<file path="config.mk">
export PLATFORM = sky130hd
export DESIGN_NAME = multicycle_ctrl
export DESIGN_NICKNAME = d
export VERILOG_FILES = /design/src/rtl/multicycle_ctrl_pkg.sv /design/src/rtl/multicycle_ctrl_alu_dec.sv /design/src/rtl/multicycle_ctrl.sv
export SDC_FILE = /design/constraint.sdc
export NUM_CORES = 1
export LEC_CHECK = 0
export ABC_AREA = 1
export CORE_MARGIN = 3
export CORE_UTILIZATION = 43
export CTS_CLUSTER_SIZE = 40
export DETAILED_ROUTE_END_ITERATION = 16
export GPL_ROUTABILITY_DRIVEN = 0
export MAX_ROUTING_LAYER = met4
export PLACE_DENSITY_LB_ADDON = 0.25
export SETUP_SLACK_MARGIN = 0.3
export SYNTH_ARGS = -nofsm -noshare
export SYNTH_HDL_FRONTEND = slang
export SYNTH_HIERARCHICAL = 1
export SYNTH_SLANG_ARGS = --single-unit
export TNS_END_PERCENT = 100
</file>
<file path="constraint.sdc">
create_clock -name clk -period 1.7 [get_ports clk]
set_input_delay 0.255 -clock clk [delete_from_list [all_inputs] [get_ports clk]]
set_output_delay 0.255 -clock clk [all_outputs]
set_load 0.02 [all_outputs]
</file>
<file path="src/rtl/multicycle_ctrl_pkg.sv">
// Shared types and encodings for the multicycle RV32I controller: FSM states,
// opcodes, ALUControl codes, datapath select codes and branch funct3 values.
package multicycle_ctrl_pkg;

    typedef enum logic [3:0] {
        S_FETCH    = 4'd0,
        S_DECODE   = 4'd1,
        S_MEMADR   = 4'd2,
        S_MEMREAD  = 4'd3,
        S_MEMWB    = 4'd4,
        S_MEMWRITE = 4'd5,
        S_EXECR    = 4'd6,
        S_EXECI    = 4'd7,
        S_ALUWB    = 4'd8,
        S_BRANCH   = 4'd9,
        S_JAL      = 4'd10,
        S_JALR1    = 4'd11,
        S_JALR2    = 4'd12,
        S_UPPER    = 4'd13,
        S_TRAP     = 4'd14
    } state_e;

    typedef enum logic [1:0] {
        ALUOP_ADD    = 2'd0,
        ALUOP_BRANCH = 2'd1,
        ALUOP_FUNCT  = 2'd2
    } aluop_e;

    localparam logic [6:0] OP_LOAD   = 7'b0000011;
    localparam logic [6:0] OP_STORE  = 7'b0100011;
    localparam logic [6:0] OP_RTYPE  = 7'b0110011;
    localparam logic [6:0] OP_ITYPE  = 7'b0010011;
    localparam logic [6:0] OP_BRANCH = 7'b1100011;
    localparam logic [6:0] OP_JAL    = 7'b1101111;
    localparam logic [6:0] OP_JALR   = 7'b1100111;
    localparam logic [6:0] OP_LUI    = 7'b0110111;
    localparam logic [6:0] OP_AUIPC  = 7'b0010111;

    localparam logic [3:0] ALU_ADD  = 4'b0000;
    localparam logic [3:0] ALU_SUB  = 4'b0001;
    localparam logic [3:0] ALU_AND  = 4'b0010;
    localparam logic [3:0] ALU_OR   = 4'b0011;
    localparam logic [3:0] ALU_XOR  = 4'b0100;
    localparam logic [3:0] ALU_SLT  = 4'b0101;
    localparam logic [3:0] ALU_SLTU = 4'b0110;
    localparam logic [3:0] ALU_SLL  = 4'b0111;
    localparam logic [3:0] ALU_SRL  = 4'b1000;
    localparam logic [3:0] ALU_SRA  = 4'b1001;

    localparam logic [1:0] RES_ALUOUT    = 2'b00;
    localparam logic [1:0] RES_READDATA  = 2'b01;
    localparam logic [1:0] RES_ALURESULT = 2'b10;

    localparam logic [1:0] SRCA_PC    = 2'b00;
    localparam logic [1:0] SRCA_OLDPC = 2'b01;
    localparam logic [1:0] SRCA_RS1   = 2'b10;
    localparam logic [1:0] SRCA_ZERO  = 2'b11;

    localparam logic [1:0] SRCB_RS2  = 2'b00;
    localparam logic [1:0] SRCB_IMM  = 2'b01;
    localparam logic [1:0] SRCB_FOUR = 2'b10;

    localparam logic [2:0] IMM_I = 3'b000;
    localparam logic [2:0] IMM_S = 3'b001;
    localparam logic [2:0] IMM_B = 3'b010;
    localparam logic [2:0] IMM_U = 3'b011;
    localparam logic [2:0] IMM_J = 3'b100;

    localparam logic [2:0] F3_BEQ  = 3'b000;
    localparam logic [2:0] F3_BNE  = 3'b001;
    localparam logic [2:0] F3_BLT  = 3'b100;
    localparam logic [2:0] F3_BGE  = 3'b101;
    localparam logic [2:0] F3_BLTU = 3'b110;
    localparam logic [2:0] F3_BGEU = 3'b111;

    // Immediate format implied by the opcode; R-type and unknown opcodes fall back to I.
    function automatic logic [2:0] imm_src_of(input logic [6:0] op);
        logic [2:0] imm;
        case (op)
            OP_STORE:        imm = IMM_S;
            OP_BRANCH:       imm = IMM_B;
            OP_LUI, OP_AUIPC: imm = IMM_U;
            OP_JAL:          imm = IMM_J;
            default:         imm = IMM_I;
        endcase
        return imm;
    endfunction

endpackage

</file>
<file path="src/rtl/multicycle_ctrl_alu_dec.sv">
// ALU decoder: maps the ALU operation class, funct3, funct7b5 and op[5] to an
// ALUControl code, plus branch validity and the zero polarity that means "taken".
module multicycle_ctrl_alu_dec
    import multicycle_ctrl_pkg::*;
(
    input  logic [1:0] alu_op,
    input  logic [2:0] funct3,
    input  logic       funct7b5,
    input  logic       op5,
    output logic [3:0] alu_ctrl,
    output logic       taken_on_zero,
    output logic       br_valid
);

    // Operation and branch polarity decode.
    always_comb begin
        alu_ctrl      = ALU_ADD;
        taken_on_zero = 1'b0;
        br_valid      = 1'b0;
        case (alu_op)
            ALUOP_BRANCH: begin
                case (funct3)
                    F3_BEQ:  begin alu_ctrl = ALU_SUB;  taken_on_zero = 1'b1; br_valid = 1'b1; end
                    F3_BNE:  begin alu_ctrl = ALU_SUB;  taken_on_zero = 1'b0; br_valid = 1'b1; end
                    F3_BLT:  begin alu_ctrl = ALU_SLT;  taken_on_zero = 1'b0; br_valid = 1'b1; end
                    F3_BGE:  begin alu_ctrl = ALU_SLT;  taken_on_zero = 1'b1; br_valid = 1'b1; end
                    F3_BLTU: begin alu_ctrl = ALU_SLTU; taken_on_zero = 1'b0; br_valid = 1'b1; end
                    F3_BGEU: begin alu_ctrl = ALU_SLTU; taken_on_zero = 1'b1; br_valid = 1'b1; end
                    default: begin alu_ctrl = ALU_ADD;  taken_on_zero = 1'b0; br_valid = 1'b0; end
                endcase
            end
            ALUOP_FUNCT: begin
                case (funct3)
                    3'b000: begin
                        // Only register-register ops use funct7b5 to select SUB; ADDI has no such bit.
                        if (op5 && funct7b5) begin
                            alu_ctrl = ALU_SUB;
                        end else begin
                            alu_ctrl = ALU_ADD;
                        end
                    end
                    3'b001: alu_ctrl = ALU_SLL;
                    3'b010: alu_ctrl = ALU_SLT;
                    3'b011: alu_ctrl = ALU_SLTU;
                    3'b100: alu_ctrl = ALU_XOR;
                    3'b101: begin
                        if (funct7b5) begin
                            alu_ctrl = ALU_SRA;
                        end else begin
                            alu_ctrl = ALU_SRL;
                        end
                    end
                    3'b110: alu_ctrl = ALU_OR;
                    3'b111: alu_ctrl = ALU_AND;
                    default: alu_ctrl = ALU_ADD;
                endcase
            end
            default: alu_ctrl = ALU_ADD;
        endcase
    end

endmodule

</file>
<file path="src/rtl/multicycle_ctrl.sv">
// Multicycle RV32I control FSM with memory wait-state timeout and sticky traps.
// Optional performance counters are compiled in with `define CTRL_PERF_EN.
module multicycle_ctrl
    import multicycle_ctrl_pkg::*;
#(
    parameter int unsigned TIMEOUT_CYC = 32'd255
`ifdef CTRL_PERF_EN
    ,
    parameter int unsigned PERF_W = 32'd32
`endif
) (
    input  logic       clk,
    input  logic       reset,
    input  logic [6:0] op,
    input  logic [2:0] funct3,
    input  logic       funct7b5,
    input  logic       zero,
    input  logic       mem_ready,
    output logic       MemReq,
    output logic       MemWrite,
    output logic       AdrSrc,
    output logic       IRWrite,
    output logic       PCWrite,
    output logic       RegWrite,
    output logic [1:0] ResultSrc,
    output logic [1:0] ALUSrcA,
    output logic [1:0] ALUSrcB,
    output logic [2:0] ImmSrc,
    output logic [3:0] ALUControl,
    output logic       illegal,
    output logic       bus_err
`ifdef CTRL_PERF_EN
    ,
    output logic [PERF_W-1:0] cycle_cnt,
    output logic [PERF_W-1:0] instret_cnt
`endif
);

    localparam int unsigned CNT_W = (TIMEOUT_CYC > 32'd1) ? $clog2(TIMEOUT_CYC + 32'd1) : 32'd1;

    state_e           state_q, state_d;
    logic             illegal_q, illegal_d;
    logic             bus_err_q, bus_err_d;
    logic [CNT_W-1:0] cnt_q, cnt_d;
    logic [31:0]      cnt_inc_s;
    logic             mem_wait_s;
    logic             timeout_s;
    logic [1:0]       alu_op_s;
    logic [3:0]       alu_ctrl_s;
    logic             taken_on_zero_s;
    logic             br_valid_s;

    multicycle_ctrl_alu_dec u_alu_dec (
        .alu_op        (alu_op_s),
        .funct3        (funct3),
        .funct7b5      (funct7b5),
        .op5           (op[5]),
        .alu_ctrl      (alu_ctrl_s),
        .taken_on_zero (taken_on_zero_s),
        .br_valid      (br_valid_s)
    );

    assign ALUControl = alu_ctrl_s;
    assign illegal    = illegal_q;
    assign bus_err    = bus_err_q;

    // ALU operation class per state.
    always_comb begin
        case (state_q)
            S_EXECR, S_EXECI: alu_op_s = ALUOP_FUNCT;
            S_BRANCH:         alu_op_s = ALUOP_BRANCH;
            default:          alu_op_s = ALUOP_ADD;
        endcase
    end

    // Wait-state counter; the limit fires on the TIMEOUT_CYC-th consecutive unready cycle.
    always_comb begin
        mem_wait_s = ((state_q == S_FETCH) || (state_q == S_MEMREAD) || (state_q == S_MEMWRITE))
                     && !mem_ready;
        cnt_inc_s  = {{(32 - CNT_W){1'b0}}, cnt_q} + 32'd1;
        timeout_s  = 1'b0;
        cnt_d      = {CNT_W{1'b0}};
        if (mem_wait_s && (TIMEOUT_CYC != 32'd0)) begin
            if (cnt_inc_s == TIMEOUT_CYC) begin
                timeout_s = 1'b1;
            end else begin
                cnt_d = cnt_inc_s[CNT_W-1:0];
            end
        end else begin
            cnt_d = {CNT_W{1'b0}};
        end
    end

    // Next-state and control outputs.
    always_comb begin
        state_d   = state_q;
        illegal_d = illegal_q;
        bus_err_d = bus_err_q;
        MemReq    = 1'b0;
        MemWrite  = 1'b0;
        AdrSrc    = 1'b0;
        IRWrite   = 1'b0;
        PCWrite   = 1'b0;
        RegWrite  = 1'b0;
        ResultSrc = RES_ALUOUT;
        ALUSrcA   = SRCA_PC;
        ALUSrcB   = SRCB_RS2;
        ImmSrc    = imm_src_of(op);
        case (state_q)
            S_FETCH: begin
                MemReq    = 1'b1;
                ALUSrcB   = SRCB_FOUR;
                ResultSrc = RES_ALURESULT;
                IRWrite   = mem_ready;
                PCWrite   = mem_ready;
                if (mem_ready) begin
                    state_d = S_DECODE;
                end else if (timeout_s) begin
                    state_d   = S_TRAP;
                    bus_err_d = 1'b1;
                end else begin
                    state_d = S_FETCH;
                end
            end
            S_DECODE: begin
                ALUSrcA = SRCA_OLDPC;
                ALUSrcB = SRCB_IMM;
                case (op)
                    OP_LOAD, OP_STORE: state_d = S_MEMADR;
                    OP_RTYPE:          state_d = S_EXECR;
                    OP_ITYPE:          state_d = S_EXECI;
                    OP_BRANCH:         state_d = S_BRANCH;
                    OP_JAL:            state_d = S_JAL;
                    OP_JALR:           state_d = S_JALR1;
                    OP_LUI, OP_AUIPC:  state_d = S_UPPER;
                    default: begin
                        state_d   = S_TRAP;
                        illegal_d = 1'b1;
                    end
                endcase
            end
            S_MEMADR: begin
                ALUSrcA = SRCA_RS1;
                ALUSrcB = SRCB_IMM;
                if (op[5]) begin
                    state_d = S_MEMWRITE;
                end else begin
                    state_d = S_MEMREAD;
                end
            end
            S_MEMREAD: begin
                MemReq = 1'b1;
                AdrSrc = 1'b1;
                if (mem_ready) begin
                    state_d = S_MEMWB;
                end else if (timeout_s) begin
                    state_d   = S_TRAP;
                    bus_err_d = 1'b1;
                end else begin
                    state_d = S_MEMREAD;
                end
            end
            S_MEMWB: begin
                ResultSrc = RES_READDATA;
                RegWrite  = 1'b1;
                state_d   = S_FETCH;
            end
            S_MEMWRITE: begin
                MemReq   = 1'b1;
                MemWrite = 1'b1;
                AdrSrc   = 1'b1;
                if (mem_ready) begin
                    state_d = S_FETCH;
                end else if (timeout_s) begin
                    state_d   = S_TRAP;
                    bus_err_d = 1'b1;
                end else begin
                    state_d = S_MEMWRITE;
                end
            end
            S_EXECR: begin
                ALUSrcA = SRCA_RS1;
                ALUSrcB = SRCB_RS2;
                state_d = S_ALUWB;
            end
            S_EXECI: begin
                ALUSrcA = SRCA_RS1;
                ALUSrcB = SRCB_IMM;
                state_d = S_ALUWB;
            end
            S_ALUWB: begin
                ResultSrc = RES_ALUOUT;
                RegWrite  = 1'b1;
                state_d   = S_FETCH;
            end
            S_BRANCH: begin
                ALUSrcA   = SRCA_RS1;
                ALUSrcB   = SRCB_RS2;
                ResultSrc = RES_ALUOUT;
                if (br_valid_s) begin
                    PCWrite = (zero == taken_on_zero_s);
                    state_d = S_FETCH;
                end else begin
                    state_d   = S_TRAP;
                    illegal_d = 1'b1;
                end
            end
            S_JAL, S_JALR2: begin
                // Target already sits in ALUOut; the ALU meanwhile forms OldPC+4 for the link.
                PCWrite   = 1'b1;
                ResultSrc = RES_ALUOUT;
                ALUSrcA   = SRCA_OLDPC;
                ALUSrcB   = SRCB_FOUR;
                state_d   = S_ALUWB;
            end
            S_JALR1: begin
                ALUSrcA = SRCA_RS1;
                ALUSrcB = SRCB_IMM;
                state_d = S_JALR2;
            end
            S_UPPER: begin
                if (op[5]) begin
                    ALUSrcA = SRCA_ZERO;
                end else begin
                    ALUSrcA = SRCA_OLDPC;
                end
                ALUSrcB = SRCB_IMM;
                ImmSrc  = IMM_U;
                state_d = S_ALUWB;
            end
            S_TRAP: begin
                state_d = S_TRAP;
            end
            default: begin
                state_d = S_TRAP;
            end
        endcase
    end

    // State, wait counter and sticky trap flags.
    always_ff @(posedge clk or posedge reset) begin
        if (reset) begin
            state_q   <= S_FETCH;
            cnt_q     <= {CNT_W{1'b0}};
            illegal_q <= 1'b0;
            bus_err_q <= 1'b0;
        end else begin
            state_q   <= state_d;
            cnt_q     <= cnt_d;
            illegal_q <= illegal_d;
            bus_err_q <= bus_err_d;
        end
    end

`ifdef CTRL_PERF_EN
    logic [PERF_W-1:0] cycle_q, cycle_d;
    logic [PERF_W-1:0] instret_q, instret_d;

    // Cycle count freezes in TRAP; an instruction retires on each return to FETCH.
    always_comb begin
        if (state_q != S_TRAP) begin
            cycle_d = cycle_q + {{(PERF_W - 1){1'b0}}, 1'b1};
        end else begin
            cycle_d = cycle_q;
        end
        if ((state_q != S_FETCH) && (state_d == S_FETCH)) begin
            instret_d = instret_q + {{(PERF_W - 1){1'b0}}, 1'b1};
        end else begin
            instret_d = instret_q;
        end
    end

    // Performance counter registers.
    always_ff @(posedge clk or posedge reset) begin
        if (reset) begin
            cycle_q   <= {PERF_W{1'b0}};
            instret_q <= {PERF_W{1'b0}};
        end else begin
            cycle_q   <= cycle_d;
            instret_q <= instret_d;
        end
    end

    assign cycle_cnt   = cycle_q;
    assign instret_cnt = instret_q;
`endif

endmodule

</file>
==> results.md, run 1 <==
* Cell Rows at 19
* Synth async-reset ratio at 100%
* CTS H-tree lvls at 1
* Unique masters post-synth at 27
* #FFs+latches synth at 14
* Most common flop cell mapped by yosys: dfrtp_1
* Clock root buffer: clkbuf_4
* Failing step: global routing
* Synth warnings at 6
* Synth Instances at 211
* First Err: [ERROR DPL-0038] Utilization greater than 100%, impossible to legalize
* Max clock buf depth at 2
* IO Pins at 36
* Pin count of the biggest net entering global routing at 15
* GRT worst endpoint: PCWrite
* Die X at 60.9 µm
* TritonCTS Buffers at 3
* Syn Nets at 230
* Worst_ep kind: top-level output
* Number of flops mapped to enable cells by yosys at 0
* DP Worst Slack at -0.604 ns
* Clk sinks at 14
* Cts hold-fix bufs at 0
* Placed inst area at 2200 µm²
* Starting density of the core at 46.2%
* Status: did not finish
* Die height at 60.9 µm
* Post-Syn Area per Cell at 6.14 µm²
* PortBufs at 35
* Sequential share of the synthesized area at 27.1%
* Post-Syn Area at 1290 µm²
* HPWL after DPL at 3220 µm
[kinds of logic after synthesis]
logic type	synth area share, %
AO/OA/AOI/OAI	9.86
XOR/XNOR	0.676
adder cells (fa/ha/maj)	3.86
buffers and inverters	11.6
flip-flops	27.1
AND/OR/NAND/NOR	47.0
[stage by stage]
| stage | instances | utilization [%] |
|---|---|---|
| after floorplan | 211 | - |
| after global placement | 334 | 78.6 |
| after detailed placement | 334 | 78.6 |
| after CTS | 355 | 91.4 |
[synth_stat cells (2+ instances only)]
master / number / area share, %
nor3_1: 2 / 0.77
nand3_1: 15 / 5.8
dfrtp_1: 14 / 27
ha_1: 4 / 3.9
nor2_2: 3 / 1.4
o21ai_0: 5 / 1.9
nand4_1: 8 / 3.9
nand3b_1: 2 / 1.2
nand2_2: 4 / 1.9
nand2_1: 58 / 17
a21oi_1: 8 / 3.1
nor2_1: 31 / 9.0
nor4_1: 2 / 0.97
nor2_4: 4 / 3.5
inv_1: 39 / 11
[repair_timing]
| item | CTS |
|---|---|
| gates resized for setup | 183 |
| pin swaps | 19 |
| setup buffers | 18 |
| setup endpoints to repair | 35 |
==> run 2, diff against run 1 <==
- CORE_AREA: not set -> 3 3 64 66
- CORE_MARGIN: 3 -> not set
- CORE_UTILIZATION: 43 -> not set
- CTS_CLUSTER_SIZE: 40 -> not set
- DIE_AREA: not set -> 0 0 67 69
- MAX_ROUTING_LAYER: met4 -> not set
- PLACE_DENSITY_LB_ADDON: 0.25 -> 0.15
- SETUP_SLACK_MARGIN: 0.3 -> not set
- clock period: 1.7 -> 2.2 ns (I/O delays scaled with it)
==> run 2 against run 1 <==
  * The run now ends clean
  * Area after synthesis did not move
  * Synthesized cell count did not move
==> results.md, run 2 <==
* Synth Instances at 211
* Total track usage at 16.0%
* Final Hold Fails at 0
* Status: complete, no violations
* Largest reg by FF count: cnt_q
* Post-synth top area share at 27.1%
* Max Cap Viol at 0
* Final-stage net count at 306
* Number of routed nets with antenna violations at 0
* IO Pins at 36
* Clk slew on worst S/H paths at 0.06 ns
* Routed wire length per instance at 10.4 µm
* CTS H-tree lvls at 1
* CP startpoint kind: flop
* Max reg flops at 8
* Most frequent cells in the layout: nand2_1 (57), buf_4 (39), inv_1 (36)
* Leakage power at 0.00100 µW
* RSZ-0062 raised after global routing: true
* Max-slew violations at 0
* Post-Route Utilization at 55.6%
* Cells after DPL at 329
* Layout Cells excl Fill at 333
* Starting density of the core at 35.6%
* Met3 Use GR at 2.61%
* CP arrival at 1.77 ns
* Grt peak-use layer: met2
* Most frequent cell after synthesis: nand2_1
* Syn Nets at 230
* Post-synth top cells: nand2_1 (58), inv_1 (39), nor2_1 (31)
* TritonCTS clock tree: done
* Final total power at 536 µW
* Placeable Area at 3630 µm²
* CP max stage delay at 0.39 ns
* Initial antenna violation count at 0
* Synth top area cells: dfrtp_1 (27%), nand2_1 (17%), inv_1 (11%), nor2_1 (9.0%), nand3_1 (5.8%)
* Share of layout cells above drive strength 1 at 25.6%
* DP Worst Slack at -0.315 ns
* Worst Slack Setup Final at 0.0978 ns
* Met2 Track Usage GR at 28.6%
* TritonCTS Buffers at 3
* Max clock buf depth at 2
* Skew final at 0.00658 ns
* Via Count at 1547
* Remaining Overflow, GRT at 0
* Top Registers: cnt_q: 8 flops, state_q: 4 flops
* Synth async-reset ratio at 100%
* Synth warnings at 6
* Number of flops mapped to enable cells by yosys at 0
* Clk sinks at 14
* Sw Ratio at 21.1%
* Crit end category: output pin
* Die X at 67 µm
* Antenna cell count at 0
* Power per Cell Area at 265 nW/µm²
* Met1 usage at 18.6%
* HPWL after DPL at 2930 µm
* Worst skew pair latency at 0.24 ns
* Critical-path maximum fanout at 3
* Final min period at 2.10 ns
* Post-DR vias/cell at 4.65
* First-pass GRT wire length at 5980 µm
* Area Overhead vs Synth at 56.0%
* Clock network fraction of total power at 37.3%
* DRC Markers at 0
* Peak Freq at 0.476 GHz
* Slew @ Worst Pin at 0.534 ns
* Logic pwr share at 14.6%
* Number of global-route vias before repair at 1473
* Fill cell count at 381
* Sequential share of the synthesized area at 27.1%
* Switching power at 113 µW
* Initial DRC Count at 77
* Cell Rows at 22
* Final period util at 95.6%
* Setup Viol. Count Final at 0
* Pint at 423 µW
* Post-Syn Area per Cell at 6.14 µm²
* Most common flop cell mapped by yosys: dfrtp_1
* Clock root buffer: clkbuf_8
* Worst Hold Class: primary input to asynchronous set/reset pin
* Data required, critical path at 1.87 ns
* PortBufs at 35
* Pin count of the biggest net entering global routing at 15
* Detailed Routing Iterations Pass 1 at 4
* Die area at 4620 µm²
* Sequential share of power at 48.1%
* Critical Path, Cell by Cell: inv_2, nand2_2, inv_1, nand2_2, inv_2, ha_4, a21boi_2, xnor2_1, a31o_2, buf_4
* Crit path max-delay cell type: dfrtp_1
* Cts hold-fix bufs at 0
* Post-Syn Area at 1290 µm²
* Final Routed Wirelength at 3470 µm
* Unique masters post-synth at 27
* Slew margin rel. at 64.4%
* Peak supply drop at 0.200 mV
* Largest area contributor in the netlist: dfrtp_1
* Fin area at 2020 µm²
* Die height at 69 µm
* #FFs+latches synth at 14
* Crit Path Category: flop to output pin
* Placed inst area at 1970 µm²
* Commonest non-fill, non-tap cell in the layout: nand2_1
-- run 2: cell counts after synthesis --
Identical to the previous run, type by type.
-- run 2: path summary, 6_finish.rpt --
check | startpoint | to | slack [ns] | depth (start not counted)
max reg2reg | state_q[1] | state_q[2] | 0.28 | 17
min | reset | illegal | 0.43 | 2
min reg2reg | illegal | illegal | 0.47 | 1
max in group asynchronous | reset | cnt_q[7] | 1.41 | 2
min in group clk | illegal | illegal | 0.47 | 1
max | state_q[1] | PCWrite | 0.1 | 10
-- run 2: power by group through the flow --
stage / combinational [µW] / sequential (µW) / clock (µW)
after floorplan: 20.4 / 262 / 0
after global placement: 78.3 / 262 / 0
after detailed placement: 78.6 / 262 / 0
after CTS: 78.8 / 258 / 204
after global routing: 86.2 / 258 / 218
final: 78.5 / 258 / 200
-- run 2: through the flow --
step	setup TNS [ns]	hold WS [ns]
global placement	-1.42	0.450
floorplan	0	0.219
finish	0	0.428
detailed placement	-1.41	0.457
CTS	0	0.443
global route	-0.0439	0.498
-- run 2: cell type report --
class                           count  area [µm²]  share of cell area, %
Multi-Input combinational cell    157         842                   41.7
Inverter                           40         150                   7.43
Sequential cell                    14         350                   17.3
Clock buffer                        3        41.3                   2.04
Tap cell                           48        60.1                   2.97
Timing Repair Buffer               71         577                   28.5
-- run 2: layer usage --
metal	part of all wire [%]	vias to the layer above
met1	44	680
met5	0	-
met4	1.4	0
met2	50	42
met3	4.4	6
li1	-	819
-- run 2: cells by family (layout without fill, tap and decap cells) --
kind of cell,count (synthesis),in the layout,synth area share [%]
buffers and inverters,40,114,11.6
XOR/XNOR,1,1,0.676
flip-flops,14,14,27.1
adder cells (fa/ha/maj),4,4,3.86
AND/OR/NAND/NOR,132,132,47.0
AO/OA/AOI/OAI,20,20,9.86
-- run 2: what timing repair did --
item	4_1_cts	5_1_grt
gates resized for setup	33	26
setup endpoints to repair	16	12
pin swaps	0	1
setup buffers	0	1
-- run 2: worst max-delay path, delay by kind of cell (launching register included) --
| family | cells | cell delay, ns |
|---|---|---|
| xor+xnor | 1 | 0.08 |
| flops | 1 | 0.39 |
| buf+inv | 4 | 0.41 |
| simple gates | 2 | 0.11 |
| compound gates | 2 | 0.41 |
| fa+ha+maj | 1 | 0.14 |
Note: power is estimated with default switching activity, not from simulation.
